<file path="src/rtl/rsa_pkg.sv">
// Shared encodings for the modexp arbiter: FSM states, owner ids, default sizes.
package rsa_pkg;

  localparam int WIDTH_DEF = 8;
  localparam int CNT_W_DEF = 16;

  typedef enum logic [1:0] {
    ST_IDLE  = 2'd0,
    ST_ISSUE = 2'd1,
    ST_WAIT  = 2'd2,
    ST_RESP  = 2'd3
  } state_t;

  typedef enum logic {
    OWN_ENC = 1'b0,
    OWN_DEC = 1'b1
  } owner_t;

endpackage

</file>
<file path="src/rtl/rsa_rr_pick2.sv">
// Two-way round-robin select, purely combinational (zero latency).
// On a tie the requester not served last wins; it applies no backpressure itself.
module rsa_rr_pick2
  import rsa_pkg::*;
(
  input  logic req_enc,
  input  logic req_dec,
  input  logic last,
  output logic gnt_vld,
  output logic winner
);

  assign gnt_vld = req_enc | req_dec;
  assign winner  = (req_enc && req_dec) ? (last == OWN_ENC) : req_dec;

endmodule

</file>
<file path="src/rtl/rsa_modexp_arbiter.sv">
// Shares one modexp engine between encrypt and decrypt requesters; ack in the grant cycle,
// eng_start 1 cycle later, done 1 cycle after eng_finish. Requests seen while busy wait in IDLE.
module rsa_modexp_arbiter
  import rsa_pkg::*;
#(
  parameter int WIDTH = WIDTH_DEF,
  parameter int CNT_W = CNT_W_DEF
) (
  input  logic                 clk,
  input  logic                 rst_n,
  input  logic                 enc_req,
  input  logic [2*WIDTH-1:0]   enc_base,
  input  logic [2*WIDTH-1:0]   enc_exp,
  input  logic [2*WIDTH-1:0]   enc_mod,
  output logic                 enc_ack,
  output logic                 enc_done,
  output logic [2*WIDTH-1:0]   enc_result,
  input  logic                 dec_req,
  input  logic [2*WIDTH-1:0]   dec_base,
  input  logic [2*WIDTH-1:0]   dec_exp,
  input  logic [2*WIDTH-1:0]   dec_mod,
  output logic                 dec_ack,
  output logic                 dec_done,
  output logic [2*WIDTH-1:0]   dec_result,
  output logic                 eng_start,
  output logic [2*WIDTH-1:0]   eng_base,
  output logic [2*WIDTH-1:0]   eng_exp,
  output logic [2*WIDTH-1:0]   eng_mod,
  input  logic                 eng_finish,
  input  logic [2*WIDTH-1:0]   eng_result,
  output logic                 busy,
  output logic                 owner,
  output logic [CNT_W-1:0]     last_cycles
);

  localparam logic [CNT_W-1:0] CNT_ONE = {{(CNT_W-1){1'b0}}, 1'b1};

  state_t           state;
  logic             rr_last;
  logic [CNT_W-1:0] cnt;
  logic [CNT_W-1:0] cnt_inc;
  logic             gnt_vld;
  logic             winner;
  logic             grant;

  rsa_rr_pick2 u_pick (
    .req_enc (enc_req),
    .req_dec (dec_req),
    .last    (rr_last),
    .gnt_vld (gnt_vld),
    .winner  (winner)
  );

  assign cnt_inc = (&cnt) ? cnt : cnt + CNT_ONE;

  // Ack is the grant itself; gated by rst_n so nothing is acked while held in reset.
  assign grant   = rst_n && (state == ST_IDLE) && gnt_vld;
  assign enc_ack = grant && !winner;
  assign dec_ack = grant && winner;
  assign busy    = (state != ST_IDLE);

  always_ff @(posedge clk) begin
    if (!rst_n) begin
      state       <= ST_IDLE;
      rr_last     <= OWN_DEC;
      owner       <= OWN_ENC;
      cnt         <= '0;
      last_cycles <= '0;
      eng_start   <= 1'b0;
      eng_base    <= '0;
      eng_exp     <= '0;
      eng_mod     <= '0;
      enc_done    <= 1'b0;
      dec_done    <= 1'b0;
      enc_result  <= '0;
      dec_result  <= '0;
    end else begin
      eng_start <= 1'b0;
      enc_done  <= 1'b0;
      dec_done  <= 1'b0;
      case (state)
        ST_IDLE: begin
          if (gnt_vld) begin
            owner     <= winner;
            eng_base  <= winner ? dec_base : enc_base;
            eng_exp   <= winner ? dec_exp  : enc_exp;
            eng_mod   <= winner ? dec_mod  : enc_mod;
            eng_start <= 1'b1;
            state     <= ST_ISSUE;
          end
        end
        ST_ISSUE: begin
          cnt   <= '0;
          state <= ST_WAIT;
        end
        ST_WAIT: begin
          if (eng_finish) begin
            if (owner) begin
              dec_result <= eng_result;
              dec_done   <= 1'b1;
            end else begin
              enc_result <= eng_result;
              enc_done   <= 1'b1;
            end
            last_cycles <= cnt_inc;
            state       <= ST_RESP;
          end else begin
            cnt <= cnt_inc;
          end
        end
        ST_RESP: begin
          rr_last <= owner;
          state   <= ST_IDLE;
        end
        default: state <= ST_IDLE;
      endcase
    end
  end

endmodule
</file>
<file path="config.mk">
export PLATFORM = sky130hd
export DESIGN_NAME = rsa_modexp_arbiter
export DESIGN_NICKNAME = d
export VERILOG_FILES = /design/src/rtl/rsa_pkg.sv /design/src/rtl/rsa_rr_pick2.sv /design/src/rtl/rsa_modexp_arbiter.sv
export SDC_FILE = /design/constraint.sdc
export NUM_CORES = 1
export LEC_CHECK = 0
export CAP_MARGIN = 20
export CORE_AREA = 2 2 110 112
export CTS_CLUSTER_DIAMETER = 50
export CTS_CLUSTER_SIZE = 16
export DETAILED_ROUTE_END_ITERATION = 16
export DIE_AREA = 0 0 112 114
export PLACE_DENSITY = 0.9
export SLEW_MARGIN = 25
export SYNTH_ARGS = -nofsm -noshare
export SYNTH_HDL_FRONTEND = slang
export SYNTH_HIERARCHICAL = 1
export SYNTH_SLANG_ARGS = --single-unit
</file>
<file path="constraint.sdc">
create_clock -name clk -period 3.7 [get_ports clk]
set_input_delay 0.37 -clock clk [delete_from_list [all_inputs] [get_ports clk]]
set_output_delay 0.37 -clock clk [all_outputs]
set_load 0.005 [all_outputs]
</file>
# ---- After elaboration in Yosys (flattened, before gate mapping)
# Index checks and enable logic that the tools add are counted.
dict set report totals {
  reg_bits 119
  inputBits 117
  out_inout_bits 103
  word_cells 54
}
dict set report classes {
  addsub 1
  n_eq_ne 6
  muxes 13
  bitwise_logic 3
  reduce_logical 18
}
# cell count
set op_table {}
lappend op_table {{two-way mux 16 bit} 5}
lappend op_table {{one-hot mux 16 bit (2 select lines)} 1}
lappend op_table {{adder 16 x 1 -> 16 bit, second input constant} 1}
lappend op_table {{AND reduction 16 bit} 1}
lappend op_table {{AND reduction 2 bit} 5}
lappend op_table {{AND reduction 3 bit} 3}
lappend op_table {{one-hot mux 2 bit (4 select lines)} 1}
lappend op_table {{inequality test 2 bit, second input constant} 3}
lappend op_table {{logical AND 1 bit} 5}
lappend op_table {{equality test 2 bit, second input constant} 2}
lappend op_table {{two-way mux 1 bit} 4}
lappend op_table {{two-way mux 2 bit} 2}
lappend op_table {{nonzero test 2 bit} 2}
lappend op_table {{equality test 2 x 1 -> 1 bit, second input constant} 1}
lappend op_table {{zero test 2 bit} 1}
lappend op_table {{inverter 1 bit} 2}
lappend op_table {{zero test 1 bit} 1}
lappend op_table {{OR 1 bit} 1}

# ---- Logic depth before layout (Yosys ltp)
dict set report depth {
  ltp_word 4
  ltp_mapped 8
  ltp_nobuf 6
}

# ---- Modules after synthesis
# Netlist, hierarchy kept.
# module instances cells_each area_per_inst_um2
set modules_own_cells {}
lappend modules_own_cells {rsa_modexp_arbiter 1 602 5225.0}
lappend modules_own_cells {rsa_rr_pick2 1 2 13.8}

# ---- Least setup slack after synthesis
# Ideal clock, no wire load.
dict set report synth_timing {
  kind {register to register}
  from {reg cnt[0]}
  to {reg last_cycles[7]}
  setup_time_ns 0.091
  arrival_time_ns 1.742
  required_time_ns 3.609
  path_slack_ns 1.867
  path_stages_with_launch 7
  n_path_buf 1
  synth_period_minus_slack_ns 1.833
  path_cell_list {dfxtp_1 -> ha_1 -> nand3_2 -> nor4_2 -> buf_4 -> o21ai_0 -> a311oi_1}
}
dict set report synth_between {
  elab_chain_len 2
}
# element line
set synth_rtl {}
lappend synth_rtl {{start: declaration} rsa_modexp_arbiter.sv:40} ;# logic [CNT_W-1:0] cnt;
lappend synth_rtl {{start signal: assignment} rsa_modexp_arbiter.sv:108} ;# cnt <= cnt_inc;
lappend synth_rtl {{adder 16 x 1 -> 16 bit or AND reduction 16 bit (tied branches)} rsa_modexp_arbiter.sv:54} ;# assign cnt_inc = (&cnt) ? cnt : cnt + CNT_ONE;
lappend synth_rtl {{two-way mux 16 bit *} rsa_modexp_arbiter.sv:54}
lappend synth_rtl {{end signal: assignment} rsa_modexp_arbiter.sv:105} ;# last_cycles <= cnt_inc;
lappend synth_rtl {{end: declaration} rsa_modexp_arbiter.sv:33} ;# output logic [CNT_W-1:0] last_cycles
# Mark *: on every way between the ends. The rest lies on a longest branch, timed or not.
# A chain may end at the register's enable or synchronous reset.

# ---- Worst setup path in the final report
# Same ends and word-level chain as after synthesis.

==> results by group <==
Route
  – Drt first-iter violations: 624
  – Detailed Route WL: 16.8 mm
  – # DRC: 0
  – Wire per inst: 17.6 um
  – Post-route ant nets: 0
  – Via Count: 5294
  – Vias per std cell: 5.54
  – Drt first pass iters: 5

Synthesis
  – EDFF count, synth: 0
  – Avg Inst Size Synth: 8.67 sq um
  – Cells after synthesis: 604
  – Synth Net Count: 726
  – Synth Flop Type: dfxtp_1
  – Post-synthesis cell area: 5240 sq um
  – Yosys reg bits: 119
  – YS warnings: 6
  – Sequential area share after synthesis: 45.5%
  – Synth unique cells: 58
  – Post-synth ARST share: 0%

STA
  – Crit share post-route: 68.4%
  – Final Hold Fails: 0
  – Clk_skew: 0.00929 ns
  – Final setup viols: 0
  – Tmin final: 2.53 ns
  – Relative slew margins: 35.9%
  – Slew @ Worst Pin: 0.962 ns
  – Slew Limit Fails: 0
  – Setup_tns: 0 ns
  – Max Freq: 395 MHz
  – Unrepaired setup endpoints after global routing: no

Critical path
  – Critical path endpoint: last_cycles[7]
  – Crit path depth: 5
  – Worst reg2reg setup slack: 1.17 ns
  – Reg-to-reg startpoint: cnt[0]
  – Crit path DAT: 2.84 ns
  – Slowest stage cell, crit path: nor4_2
  – Worst Setup End Kind: register
  – CP Max Fanout: 13
  – Critical Path Max Stage Delay: 0.85 ns
  – Worst setup SP type: register
  – Critical R2R Capture: last_cycles[7]
  – CP bufs+invs: 0
  – Critical path startpoint: cnt[0]
  – WP data required: 4.01 ns
  – WS Path Type: reg -> reg
  – CP top delay family: simple AND/OR/NAND/NOR gates
  – CP cell instances: ha_1 > nand3_2 > nor4_2 > o21ai_0 > a311oi_1
  – R2R cell count: 5

Clock network
  – Postcts setup bufs: 0
  – H-tree depth: 4
  – Worst-Skew Late Latency: 0.42 ns
  – Root buffer cell: clkbuf_16
  – Total clock buffers created by CTS: 17
  – CTS tree: built
  – Sink Count: 119
  – Clk buf depth: 2
  – Clk slew on worst S/H paths: 0.06 ns
  – Cts hold-fix bufs: 0
  – PostCTS Resize Cnt: 0

Placed design
  – Port bufs: 219
  – GP Congestion: 0.862
  – Hpwl dp: 11.7 mm
  – Placed Area: 7460 sq um

Die
  – I/O Pins: 220
  – # rows: 40
  – Initial Util: 44.7%
  – DIE AREA: 12800 sq um
  – Die width: 112 um
  – Core ar.: 11700 sq um
  – Die height: 114 um

Layout
  – Nets: 917
  – Commonest non-fill, non-tap cell in the layout: clkdlybuf4s50_1
  – Layout area overhead: 54.6%
  – Final instance area: 8100 sq um
  – Fillers: 872
  – N_diodes: 0
  – Commonest cells after routing, fill and taps aside: 219 x clkdlybuf4s50_1, 119 x dfxtp_1, 86 x nand2_1
  – Share of cells above drive strength 1: 6.56%

GRT
  – Global Route Usage Sum: 25.7%
  – GR Overflow Total: 0
  – Vias in the first global route: 4920
  – First-pass GRT wire length: 26.0 mm
  – Largest net degree at the start of global routing: 98
  – Initial antenna violation count: 0

Min path
  – Worst Hold Class: reg -> reg
  – Hold depth: 2

Run
  – # Max-Cap Violations: 0

Power and ir drop
  – Peak supply drop: 414 uV
  – Leakage power: 0.00289 uW
  – Total power: 4970 uW
  – P per Cell Area: 613 nW/um^2

Run status
  – Status: complete, no violations
[layout make-up]
class / instances / area, sq um / share of cell area (%)
clock buffers: 20 / 467 / 5.76
clock inverters: 12 / 174 / 2.15
repair buffers: 225 / 2250 / 27.8
flip-flops and latches: 119 / 2380 / 29.4
inverters: 10 / 37.5 / 0.464
well taps: 147 / 184 / 2.27
multi-input cells: 422 / 2600 / 32.2
[flip-flops by register name, summed over array words and instances (netlist names), 2 cells and up]
| register | flops |
|---|---|
| eng_base | 16 |
| cnt | 16 |
| state | 2 |
| enc_result | 16 |
| eng_mod | 16 |
| eng_exp | 16 |
| last_cycles | 16 |
| dec_result | 16 |
[per-layer routing]
metal  wire length [um]  GRT usage (%)  up-vias
met5                  0              0        -
met4                433           9.43        0
met3               1280           7.39       31
met2               8350           43.8      246
met1               6760           31.1     2470
li1                   -              -     2547
[cell families (layout without fill, tap and decap cells)]
kind of cell,Yosys count,count (layout),share of synthesized area (%)
compound gates,163,163,20.4
xor+xnor,3,3,0.502
fa+ha+maj,5,5,1.19
buf+inv,63,267,5.06
flops,119,119,45.5
mux,52,52,9.94
simple gates,199,199,17.4
[per-stage QoR]
stage	util (%)	setup WS (ns)	hold slack (ns)	instances
floorplan	-	1.87	0.442	604
global placement	63.7	1.23	0.441	923
detailed placement	63.7	1.17	0.450	923
CTS	69.1	1.19	0.455	955
global route	69.1	0.892	0.473	955
finish	69.1	1.17	0.455	955
[worst min path at each step]
stage	start	end	slack, ns
3_5_place_dp	last_cycles[4]	last_cycles[4]	0.45
4_1_cts	last_cycles[4]	last_cycles[4]	0.46
3_3_place_gp	dec_result[1]	dec_result[1]	0.44
6_report	enc_result[11]	enc_result[11]	0.46
2_1_floorplan	rr_last	rr_last	0.44
5_1_grt	dec_result[2]	dec_result[2]	0.47
[Yosys cell counts (5+ instances only)]
library cell | n | share of area, %
dfxtp_1 | 119 | 45
nand2_1 | 86 | 6.2
nor2_1 | 58 | 4.2
mux2i_1 | 52 | 9.9
a211oi_1 | 49 | 7.0
a21oi_1 | 46 | 4.4
clkbuf_1 | 36 | 2.6
o21ai_0 | 22 | 2.1
a31oi_1 | 11 | 1.3
inv_1 | 10 | 0.72
nand3_1 | 10 | 0.96
buf_2 | 8 | 0.76
nor3_1 | 7 | 0.67
buf_1 | 6 | 0.43
ha_1 | 5 | 1.2
nand4_1 | 5 | 0.60
[tightest hold or removal path: cells and delay by family, from the launching register on]
family	cells	cell delay (ns)
simple gates	1	0.05
compound gates	1	0.05
flops	1	0.31
[power by group]
group,switching (uW),internal (uW),total [uW],leakage [uW]
logic,728,786,1510,0.00161
registers,146,1530,1680,0.000973
clock network,600,1180,1780,0.000304
total,1470,3490,4970,0.00289
(Power assumes the default switching activity.)
